$ cat config.mk
export PLATFORM = sky130hd
export DESIGN_NAME = led_mmio
export DESIGN_NICKNAME = d
export VERILOG_FILES = /design/src/rtl/led_mmio.sv
export SDC_FILE = /design/constraint.sdc
export NUM_CORES = 1
export LEC_CHECK = 0
export CORE_AREA = 2 2 122 124
export CTS_CLUSTER_DIAMETER = 150
export CTS_CLUSTER_SIZE = 40
export DETAILED_ROUTE_END_ITERATION = 16
export DIE_AREA = 0 0 124 126
export GPL_TIMING_DRIVEN = 0
export PLACE_DENSITY = 0.76
export REMOVE_ABC_BUFFERS = 1
export SLEW_MARGIN = 15
export SYNTH_ARGS = -nofsm -noshare
export SYNTH_HDL_FRONTEND = slang
export SYNTH_SLANG_ARGS = --single-unit
$ cat constraint.sdc
create_clock -name clk -period 3.2 [get_ports clk]
set_clock_uncertainty 0.1 [all_clocks]
set_input_delay 0.64 -clock clk [delete_from_list [all_inputs] [get_ports clk]]
set_output_delay 0.64 -clock clk [all_outputs]
set_load 0.1 [all_outputs]
$ cat src/rtl/led_mmio.sv
// led_mmio: memory-mapped LED peripheral.
// A two-state request/response bus configures five word registers.
// The board LEDs are driven in direct, blink or PWM-dimmed mode.
module led_mmio #(
  parameter logic [31:0] ADDR_BASE = 32'h0000_F000,
  parameter int unsigned PWM_BITS  = 8,
  parameter int unsigned BLINK_W   = 24
) (
  input  logic        clk,
  input  logic        rst,
  input  logic        bus_valid,
  input  logic        bus_write,
  input  logic [31:0] bus_addr,
  input  logic [31:0] bus_wdata,
  output logic        bus_ready,
  output logic [31:0] bus_rdata,
  output logic [7:0]  led
);

  typedef enum logic {IDLE, RESP} state_t;

  localparam logic [2:0] IDX_LED    = 3'd0;
  localparam logic [2:0] IDX_CTRL   = 3'd1;
  localparam logic [2:0] IDX_PERIOD = 3'd2;
  localparam logic [2:0] IDX_DUTY   = 3'd3;
  localparam logic [2:0] IDX_STATUS = 3'd4;

  // Bus transaction state
  state_t               state_q;
  logic                 ready_q;
  logic [31:0]          rdata_q;
  logic                 write_q;
  logic                 hit_q;
  logic [2:0]           idx_q;
  logic [BLINK_W-1:0]   wdata_q;

  // Software-visible registers
  logic [7:0]           ledData_q;
  logic [1:0]           mode_q;
  logic [BLINK_W-1:0]   blinkPeriod_q;
  logic [PWM_BITS-1:0]  pwmDuty_q;

  // Display timing state
  logic [BLINK_W-1:0]   blinkCnt_q, blinkCnt_d;
  logic                 blinkPhase_q, blinkPhase_d;
  logic [BLINK_W-1:0]   periodLast;
  logic [PWM_BITS-1:0]  pwmCnt_q;
  logic [7:0]           led_q, led_d;

  // Request decode
  logic [31:0]          reqOffset;
  logic                 reqHit;
  logic [2:0]           reqIdx;
  logic [31:0]          readData_d;
  logic                 commitWr;
  logic                 cfgWr;
  logic                 unusedBits;

  // Offsets beyond STATUS, or addresses below the base (which wrap to huge
  // offsets), fall outside the window. The low two address bits are ignored.
  assign reqOffset  = bus_addr - ADDR_BASE;
  assign reqHit     = (reqOffset[31:5] == 27'd0) && (reqOffset[4:2] <= IDX_STATUS);
  assign reqIdx     = reqOffset[4:2];
  assign unusedBits = ^{reqOffset[1:0], bus_wdata[31:BLINK_W]};

  // A store commits on the edge that ends the RESP cycle.
  assign commitWr = (state_q == RESP) && write_q && hit_q;
  assign cfgWr    = commitWr && ((idx_q == IDX_CTRL) || (idx_q == IDX_PERIOD));

  // A period of zero behaves like a period of one.
  assign periodLast = (blinkPeriod_q == '0) ? '0 : blinkPeriod_q - BLINK_W'(1);

  assign bus_ready = ready_q;
  assign bus_rdata = rdata_q;
  assign led       = led_q;

  // Load data is selected from the incoming address at the latch edge.
  always_comb begin
    readData_d = '0;
    if (reqHit) begin
      case (reqIdx)
        IDX_LED:    readData_d[7:0]          = ledData_q;
        IDX_CTRL:   readData_d[1:0]          = mode_q;
        IDX_PERIOD: readData_d[BLINK_W-1:0]  = blinkPeriod_q;
        IDX_DUTY:   readData_d[PWM_BITS-1:0] = pwmDuty_q;
        IDX_STATUS: readData_d[1:0]          = {blinkPhase_q, 1'b1};
        default:    readData_d               = '0;
      endcase
    end
  end

  // Blink counter next state; a CTRL/BLINK_PERIOD store restarts the blink.
  always_comb begin
    blinkCnt_d   = blinkCnt_q + BLINK_W'(1);
    blinkPhase_d = blinkPhase_q;
    if (cfgWr) begin
      blinkCnt_d   = '0;
      blinkPhase_d = 1'b1;
    end else if (blinkCnt_q == periodLast) begin
      blinkCnt_d   = '0;
      blinkPhase_d = ~blinkPhase_q;
    end
  end

  // LED drive selection for the current display mode.
  always_comb begin
    led_d = '0;
    case (mode_q)
      2'd0:    led_d = ledData_q;
      2'd1:    led_d = blinkPhase_q ? ledData_q : 8'd0;
      2'd2:    led_d = (pwmCnt_q < pwmDuty_q) ? ledData_q : 8'd0;
      default: led_d = 8'd0;
    endcase
  end

  // Bus FSM: latch a request in IDLE, pulse ready with load data in RESP.
  always_ff @(posedge clk) begin
    if (rst) begin
      state_q <= IDLE;
      ready_q <= 1'b0;
      rdata_q <= '0;
      write_q <= 1'b0;
      hit_q   <= 1'b0;
      idx_q   <= '0;
      wdata_q <= '0;
    end else begin
      case (state_q)
        IDLE: begin
          if (bus_valid) begin
            state_q <= RESP;
            ready_q <= 1'b1;
            rdata_q <= bus_write ? 32'd0 : readData_d;
            write_q <= bus_write;
            hit_q   <= reqHit;
            idx_q   <= reqIdx;
            wdata_q <= bus_wdata[BLINK_W-1:0];
          end
        end
        RESP: begin
          state_q <= IDLE;
          ready_q <= 1'b0;
          rdata_q <= '0;
        end
        default: begin
          state_q <= IDLE;
          ready_q <= 1'b0;
          rdata_q <= '0;
        end
      endcase
    end
  end

  // Register file update on a committed in-window store; STATUS is read-only.
  always_ff @(posedge clk) begin
    if (rst) begin
      ledData_q     <= '0;
      mode_q        <= '0;
      blinkPeriod_q <= '0;
      pwmDuty_q     <= '0;
    end else if (commitWr) begin
      case (idx_q)
        IDX_LED:    ledData_q     <= wdata_q[7:0];
        IDX_CTRL:   mode_q        <= wdata_q[1:0];
        IDX_PERIOD: blinkPeriod_q <= wdata_q[BLINK_W-1:0];
        IDX_DUTY:   pwmDuty_q     <= wdata_q[PWM_BITS-1:0];
        default:    ;
      endcase
    end
  end

  // Free-running blink and PWM counters, active in every mode.
  always_ff @(posedge clk) begin
    if (rst) begin
      blinkCnt_q   <= '0;
      blinkPhase_q <= 1'b1;
      pwmCnt_q     <= '0;
    end else begin
      blinkCnt_q   <= blinkCnt_d;
      blinkPhase_q <= blinkPhase_d;
      pwmCnt_q     <= pwmCnt_q + PWM_BITS'(1);
    end
  end

  // Registered LED output.
  always_ff @(posedge clk) begin
    if (rst) begin
      led_q <= '0;
    end else begin
      led_q <= led_d;
    end
  end

endmodule

==> results by group, run 1 <==
Floorplan
  • I/O Pins: 109
  • Die area: roughly 16,000 um2
  • Die Span X: ~120 um
  • Rows: 44
  • Initial core utilization: about 48%
  • Chip Height: about 130 um
  • Core ar.: 14,300 um2

Clock tree
  • Clk Latency, worst-skew pair: 0.43 ns
  • Clk sinks: 138
  • CTS Buf Count: 17
  • CTS clk-pin slew, worst paths: around 0.06 ns
  • H-tree depth: 4
  • CTS tree: built
  • Post-CTS Hold Buffers: 0
  • CTS Root Cell: clkbuf_16
  • CTS max path bufs: 2

STA
  • Min Tclk post-route: 3.11 ns
  • Worst slew margin: 32.1%
  • Final hold violation count: 0
  • Final WS setup: 0.0868 ns
  • Hold slack final: ~0.35 ns
  • Unrepaired setup endpoints after global routing: true
  • Tcrit/Tclk final: between 90% and 100%
  • Slew Viols, Final: 0
  • Highest Clock Rate: approximately 320 MHz
  • Final setup fails: 0
  • Worst-margin pin slew: 1.02 ns

Synth
  • Synth Flop Type: dfxtp_1
  • Area contributors post-synth: dfxtp_1 40%, nand2_1 7.1%, a21oi_1 4.8%, nor2_1 4.3%, xor2_1 3.4%
  • Post-synthesis cell area: 6860 um2
  • Cell taking the most area after synthesis: dfxtp_1
  • Synth Area per Inst: 8.45 um2
  • EDFF count, synth: 0
  • Sequential-to-total area share from yosys stat: 40.3%
  • Seq cells post-synth: between 100 and 150
  • Post-synth cell types: 68
  • Yosys Warn Count: 0
  • Yosys top cell area share: between 40 and 50%
  • Synth cell count leaders: 138 x dfxtp_1, 130 x nand2_1, 79 x nor2_1
  • Post-synthesis cell count: approximately 810
  • Most common cell in the netlist: dfxtp_1
  • Share of flip-flops with an asynchronous set or reset: 0%

Critical path
  • RR Endpoint: blinkPhase_q
  • Crit-path max FO: 7
  • Startpoint types: register
  • R2R cell count: 10
  • Worst Setup EP: blinkPhase_q
  • CP peak stage delay: 0.60 ns
  • Critical path class: reg2reg
  • Worst path cell trace: or4_4 -> nor4_4 -> and2b_2 -> a21oi_1 -> o32ai_1 -> o211ai_1 -> nor4b_4 -> buf_4 -> a21oi_1 -> or3b_1
  • Most frequent CP cell: a21oi_1
  • Crit path from: blinkPeriod_q[17]
  • WP data required: 3.41 ns
  • Slowest CP cell: or4_4
  • Crit end category: register
  • Reg2reg start: blinkPeriod_q[17]
  • Data arrival time of the worst path: 3.32 ns
  • Reg2Reg Setup Slack: 0.09 ns

Global route
  • Initial antenna violation count: 0
  • Largest net degree at the start of global routing: between 70 and 80
  • Gr usage total: 23.0%
  • First-pass GRT wire length: 28,600 um
  • Vias in the first global route: 5,694
  • GRT overflow: 0

Drt
  • DRC violation total after the first TritonRoute iteration: 535
  • DR WL/cell: 16.1 um
  • Vias post-DR: 6,148
  • Number of vias per cell: between 5 and 6
  • Final WL: 17,500 um
  • Antenna viol nets, final: 0
  • Drt pass-1 iters: 6
  • Remaining routing DRC violations: 0

Power
  • PwrDens: 460 nW/um2
  • Leakage: 0.00321 uW
  • Overall Power: 4000 uW
  • Max VDD drop: ~310 uV

Placed design
  • IO buf count: 90
  • RePlAce Congestion: 0.872
  • Worst slack, placed: -1.26 ns
  • Dpl hpwl: 11,600 um

Layout
  • Final Net Count: 972
  • Ant diodes: 0
  • Area grow syn2layout: 26.6%
  • Layout cells sized above 1: 14.3%

Job
  • Max capacitance violation total: 0

Worst hold path
  • Worst hold path class: reg2reg

Run status
  • Status: finished, final reports clean
per-layer routing:
layer  GRT usage, %  up-vias  part of all wire, %
met2           36.0      188                   48
met1           32.2     2971                   45
met5              0        -                    0
li1               -     2974                    -
met4           5.68        0                  1.0
met3           5.30       15                  6.0
final cells by class:
type                            count  area, um2
Fill cell                        1231       5630
Timing Repair Buffer              114       1120
Multi-Input combinational cell    601       3890
Clock inverter                      6       86.3
Inverter                           21       78.8
Tap cell                          184        230
Sequential cell                   138       2770
Clock buffer                       25        505
timing repair:
item | in CTS | in global routing
cloned | 2 | 1
pin swaps | 4 | 11
buffers inserted | 8 | 7
resized for setup | 14 | 29
setup endpoints to repair | 47 | 46
cell usage in the layout, fill, tap and decap left out, types with 4 or more instances in the layout:
cell type        netlist  routed
clkbuf_8               0       5
a21oi_1               66      66
nand3_1               22      22
or3_1                  6       4
nand2_1              130     129
xnor2_1               25      24
xor2_1                27      27
a21o_1                 4       4
and3_1                 8       8
nor4_1                10       7
clkbuf_16              0      17
or2_2                  4       4
nor3_1                20      18
a22oi_1               23      23
conb_1                 1       8
inv_1                 21      21
or4_1                  8       5
dfxtp_1              138     133
mux2i_1               23      23
ha_1                  11       9
o21ai_0               10      10
nor2_1                79      77
nor2b_1                6       5
mux2_2                 6       6
nand2b_1               9       7
clkdlybuf4s50_1        0      84
nor4_2                 4       6
dfxtp_2                0       5
a211oi_1               8       8
o31ai_1                8       8
nor3_2                20      20
buf_4                  9      19
nand4_1                8       8
power breakdown:
group | internal (uW) | switching (uW) | leakage, uW
combinational | 108 | 161 | 0.00180
sequential | 1750 | 22.1 | 0.00112
clock | 1240 | 716 | 0.000289
total | 3100 | 900 | 0.00321
how the worst min path moves through the flow:
| stage | from | to | cells past startpoint |
|---|---|---|---|
| floorplan | ledData_q[0] | led[0] | 2 |
| global placement | wdata_q[14] | blinkPeriod_q[14] | 2 |
| detailed placement | wdata_q[15] | wdata_q[15] | 2 |
| CTS | wdata_q[21] | wdata_q[21] | 2 |
| global route | wdata_q[17] | blinkPeriod_q[17] | 2 |
| finish | wdata_q[17] | blinkPeriod_q[17] | 2 |
registers in the layout, indices dropped and copies added (netlist names):
signal,count
blinkCnt_q,24
blinkPeriod_q,24
bus_rdata,24
wdata_q,24
ledData_q,8
led,8
pwmCnt_q,8
pwmDuty_q,8
idx_q,3
mode_q,2
blinkPhase_q,1
bus_ready,1
hit_q,1
state_q,1
write_q,1
worst max-delay path: cells and delay by family, from the launching register on:
kind / cells / cell delay [ns]
compound gates: 4 / 0.53
buf+inv: 1 / 0.17
flops: 1 / 0.38
simple gates: 5 / 1.82
metrics by stage:
stage	std cells	cell area, um2	utilization, %	setup TNS (ns)
detailed placement	1040	7820	54.7	-38.58
floorplan	758	6570	-	-12.07
CTS	1081	8530	59.6	0
global route	1089	8690	60.7	-0.423
finish	1089	8690	60.7	0
global placement	1032	7700	53.8	-190.53
logic make-up after synthesis:
kind of cell,share of synthesized area [%]
compound gates,13.1
fa+ha+maj,2.01
buf+inv,5.82
other cells,0.0547
mux,4.67
simple gates,26.8
xor+xnor,7.30
flops,40.3
No activity file was read; power rests on OpenSTA's default activity.
==> inputs of run 2 (changes only) <==
==> constraint.sdc (replaced) <==
create_clock -name clk -period 3.2 [get_ports clk]
set_clock_uncertainty 0.1 [all_clocks]
set_input_delay 0.32 -clock clk [delete_from_list [all_inputs] [get_ports clk]]
set_output_delay 0.32 -clock clk [all_outputs]
set_load 0.1 [all_outputs]
==> results by group, run 2 (same netlist as run 1, synthesis figures left out) <==
Clock tree
  • CTS clk-pin slew, worst paths: 0.06 ns
  • CTS Root Cell: clkbuf_16
  • Clk Latency, worst-skew pair: approximately 0.43 ns
  • CTS tree: built
  • CTS max path bufs: 2
  • H-tree depth: 4
  • Post-CTS Hold Buffers: 0
  • Clk sinks: 138
  • CTS Buf Count: 17

Layout
  • Area of the multi-input gates: 3890 um2
  • Final Net Count: 972
  • Fillers: 1,223
  • Most frequent cells in the layout: 133 x dfxtp_1, 129 x nand2_1, 87 x clkdlybuf4s50_1, 77 x nor2_1, 66 x a21oi_1
  • Area grow syn2layout: 26.6%
  • Final Util: about three fifths
  • Commonest non-fill, non-tap cell in the layout: dfxtp_1
  • FF+latch area: 2770 um2
  • Layout cells sized above 1: between 10% and 20%
  • Ant diodes: 0

STA
  • Slew Viols, Final: 0
  • Final setup fails: 0
  • Worst slew margin: 32.1%
  • Final WS setup: 0.0978 ns
  • Highest Clock Rate: 322 MHz
  • Final hold violation count: 0
  • Hold slack final: ~0.18 ns
  • Tcrit/Tclk final: 96.9%
  • Min Tclk post-route: 3.10 ns
  • Worst-margin pin slew: between 1 and 1.5 ns

Drt
  • Final WL: 17,300 um
  • DR WL/cell: 15.9 um
  • DRC violation total after the first TritonRoute iteration: around 510
  • Number of vias per cell: ~5.6
  • Drt pass-1 iters: 8
  • Vias post-DR: between 6,000 and 7,000
  • Antenna viol nets, final: 0
  • Remaining routing DRC violations: 0

Critical path
  • Startpoint types: register
  • Critical path class: reg2reg
  • RR Endpoint: blinkPhase_q
  • Reg2reg start: blinkPeriod_q[2]
  • Worst path cell trace: nor4_4 -> nand4_1 -> buf_4 -> and2b_2 -> a21oi_1 -> o32ai_1 -> o211ai_1 -> nor4b_4 -> a21oi_1 -> or3b_1
  • WP data required: 3.41 ns
  • Crit-path max FO: 8
  • Reg2Reg Setup Slack: 0.1 ns
  • R2R cell count: 10
  • Most frequent CP cell: a21oi_1
  • Crit end category: register
  • Slowest CP cell: nor4b_4
  • CP peak stage delay: 0.41 ns
  • Data arrival time of the worst path: between 3 and 4 ns

Floorplan
  • Rows: 44
  • I/O Pins: 109
  • Chip Height: 126 um
  • Die area: 15,600 um2
  • Die Span X: between 100 and 150 um
  • Core ar.: 14,300 um2
  • Initial core utilization: 47.9%

Global route
  • First-pass GRT wire length: ~29,000 um
  • Met2 global-route usage: 35.5%
  • GRT overflow: 0
  • Initial antenna violation count: 0
  • Busiest layer in global routing: met2
  • Vias in the first global route: 5,706
  • Met3 Track Usage GR: 5.16%
  • Gr usage total: 23.0%
  • M1 GR Usage: 32.2%
  • Largest net degree at the start of global routing: 77

Power
  • Max VDD drop: approximately 310 uV
  • Switching Share: between 20 and 25%
  • Clock Power Share: 49.2%
  • Combinational Power Share: 6.6%
  • PwrDens: 460 nW/um2
  • Leakage: 0.00321 uW
  • Psw: 900 uW
  • Share of power burned in registers: between 40% and 50%
  • Internal Pwr Total: 3100 uW

Run status
  • Status: finished, final reports clean

Placed design
  • Dpl hpwl: 11,600 um
  • RePlAce Congestion: 0.872
  • IO buf count: 90
  • Worst slack, placed: -0.944 ns

Worst hold path
  • Hold Path Stages: 2
  • Min-delay src: rst
  • Hold path endpoint: bus_rdata[22]
  • Worst hold path class: in2reg

Job
  • Max capacitance violation total: 0
-- run 2: cell count changes in the layout (fill, tap and decap cells not counted), sizes merged --
cell           delta
dlygate4sd2       +1
dlymetal6s2s      -2
clkdlybuf4s50     +3
clkbuf            -2
and2              -1
buf               +1
-- run 2: worst max path at each step --
stage	start	to	cells after the start
floorplan	state_q	blinkCnt_q[2]	4
global placement	state_q	blinkCnt_q[4]	4
detailed placement	bus_addr[2]	bus_rdata[3]	8
CTS	blinkPeriod_q[12]	blinkPhase_q	9
global route	blinkPeriod_q[8]	blinkPhase_q	10
finish	blinkPeriod_q[2]	blinkPhase_q	10
-- run 2: power groups by stage --
stage | clock network [uW] | registers (uW) | logic, uW
after global routing | 2050 | 1770 | 289
final | 1960 | 1770 | 264
after global placement | 0 | 1800 | 250
after CTS | 1980 | 1770 | 264
after floorplan | 0 | 1800 | 119
after detailed placement | 0 | 1800 | 263
-- run 2: final cells by class --
type / count / area share, %
clock buffer: 25 / 5.82
timing repair buffer: 115 / 13.0
multi-input combinational: 600 / 44.8
clock inverter: 6 / 0.994
inverter: 21 / 0.907
tap: 184 / 2.65
sequential: 138 / 31.9
-- run 2: stage by stage --
step | std cells | power (uW) | TNS, ns | cell area [um2]
after floorplan | 758 | 1920 | -11.38 | 6570
after global placement | 1032 | 2050 | -162.05 | 7700
after detailed placement | 1040 | 2070 | -30.90 | 7820
after CTS | 1078 | 4010 | 0 | 8510
after global routing | 1089 | 4110 | -0.154 | 8690
final | 1089 | 4000 | 0 | 8690
-- run 2: metal layers --
| layer | vias up | wire [um] |
|---|---|---|
| met3 | 19 | 1070 |
| met5 | - | 0 |
| met4 | 0 | 242 |
| met2 | 208 | 8350 |
| met1 | 2937 | 7690 |
| li1 | 2969 | - |
-- run 2: critical path: cells and delay by family, from the launching register on --
kind            cells  cell delay, ns
compound gates      4            0.59
buf+inv             1            0.21
flops               1            0.38
simple gates        5            1.68
-- run 2: timing repair --
action,in CTS,in global routing
setup buffers,6,11
endpoints found under the hold margin,0,0
cloned,1,0
gates resized for setup,13,19
pin swaps,4,15
setup endpoints to repair,32,47
==> inputs of run 3 (changes only) <==
--- a/config.mk
+++ b/config.mk
@@ -11,7 +11,7 @@
 export DETAILED_ROUTE_END_ITERATION = 16
 export DIE_AREA = 0 0 124 126
 export GPL_TIMING_DRIVEN = 0
-export PLACE_DENSITY = 0.76
+export PLACE_DENSITY_LB_ADDON = 0.1
 export REMOVE_ABC_BUFFERS = 1
 export SLEW_MARGIN = 15
 export SYNTH_ARGS = -nofsm -noshare
==> results by group, run 3 (same netlist as run 1, synthesis figures left out) <==
Run status
  • Status: finished, final reports clean

STA
  • Highest Clock Rate: 320 MHz
  • Slew Viols, Final: 0
  • Unrepaired setup endpoints after global routing: true
  • Worst slew margin: 31.3%
  • Min Tclk post-route: 3.13 ns
  • Final WS setup: 0.0706 ns
  • Hold slack final: 0.171 ns
  • Final setup fails: 0
  • Final hold violation count: 0
  • Worst-margin pin slew: 1.03 ns
  • Tcrit/Tclk final: 97.8%

Critical path
  • Crit end category: register
  • Data arrival time of the worst path: approximately 3.3 ns
  • WP data required: between 3 and 4 ns
  • Startpoint types: register
  • Crit-path max FO: 10
  • Critical path class: reg2reg
  • R2R cell count: 9

Placed design
  • Worst slack, placed: -1.20 ns
  • Dpl hpwl: between 10,000 and 15,000 um
  • RePlAce Congestion: 0.871
  • Dpl cell area: approximately 8000 um2
  • IO buf count: 90

Drt
  • Number of vias per cell: 5.58
  • Remaining routing DRC violations: 0
  • DRC violation total after the first TritonRoute iteration: 469
  • Final WL: 17,600 um
  • Drt pass-1 iters: 5
  • Antenna viol nets, final: 0
  • DR WL/cell: 16.2 um
  • Vias post-DR: 6,069

Layout
  • Final Util: 61.2%
  • Fillers: 1,267
  • Commonest non-fill, non-tap cell in the layout: dfxtp_1
  • Most frequent cells in the layout: 133 x dfxtp_1, 129 x nand2_1, 87 x clkdlybuf4s50_1, 76 x nor2_1, 65 x a21oi_1
  • Area grow syn2layout: 27.6%
  • Final Net Count: slightly below 1,000
  • Layout cells sized above 1: 13.8%
  • Ant diodes: 0
  • Final Cell Area: 8750 um2

Clock tree
  • CTS tree: built
  • Clk Latency, worst-skew pair: 0.43 ns
  • H-tree depth: 4
  • CTS Root Cell: clkbuf_16
  • CTS Buf Count: 17
  • Post-CTS Hold Buffers: 0
  • CTS clk-pin slew, worst paths: 0.06 ns
  • Clk sinks: about 140
  • CTS max path bufs: 2

Global route
  • Vias in the first global route: 5,787
  • GRT overflow: 0
  • Gr usage total: 23.3%
  • Initial antenna violation count: 0
  • First-pass GRT wire length: around 28,000 um
  • Largest net degree at the start of global routing: 82

Power
  • Leakage: roughly 0.0032 uW
  • PwrDens: 491 nW/um2
  • Max VDD drop: 409 uV
  • Overall Power: around 4300 uW

Job
  • Max capacitance violation total: 0

Floorplan
  • Chip Height: approximately 130 um
  • Initial core utilization: 47.9%
  • Core ar.: 14,300 um2
  • Die Span X: ~120 um
  • Die area: 15,600 um2
  • I/O Pins: between 100 and 150
  • Rows: 44

Worst hold path
  • Worst hold path class: in2reg
  • Hold Path Stages: 2
run 3: final cells by class:
type	count	area, um2	area share (%)
Tap cell	184	230	2.63
Timing Repair Buffer	112	1100	12.5
Sequential cell	138	2780	31.7
Inverter	21	78.8	0.901
Multi-Input combinational cell	601	3890	44.4
Clock buffer	19	443	5.06
Clock inverter	13	239	2.73
run 3: final timing paths:
kind | startpoint | endpoint | slack (ns)
worst max register to register | blinkPeriod_q[12] | blinkPhase_q | 0.07
worst min-delay path | rst | pwmCnt_q[0] | 0.17
worst max-delay path | blinkPeriod_q[12] | blinkPhase_q | 0.07
worst min register to register | wdata_q[12] | blinkPeriod_q[12] | 0.35
run 3: layer usage:
layer  share of wire, %  track usage (%)  vias to the layer above
li1                   -                -                     2965
met1                 46             30.8                     2940
met2                 48             37.1                      146
met3                4.8             6.07                       18
met4                1.2             7.27                        0
met5                  0                0                        -
run 3: timing repair:
action                                  in CTS  in global routing
pin swaps                                    5                 24
endpoints found under the setup margin      31                 46
gates cloned                                 2                  0
gates resized for setup                     13                 22
setup buffers                                7                  8
run 3: through the flow:
step / cells / TNS (ns)
after global routing: 1088 / -1.37
after floorplan: 758 / -11.38
after detailed placement: 1039 / -38.69
final: 1088 / 0
after CTS: 1080 / 0
after global placement: 1032 / -158.79
run 3: report_power, final:
group          switching, uW  internal (uW)  total [uW]
Sequential              22.3           1740        1760
Combinational            158            105         263
Clock                    782           1490        2270
Total                    962           3340        4300
run 3: critical path, stage by stage, from the launching register on:
cell and delay, ns:
dfxtp_4 0.39, or4_4 0.60, or2_4 0.34, nor4_4 0.30, xnor2_2 0.18, a21oi_1 0.09
o311ai_1 0.24, o2111a_2 0.36, a21oi_2 0.08, or3b_1 0.34
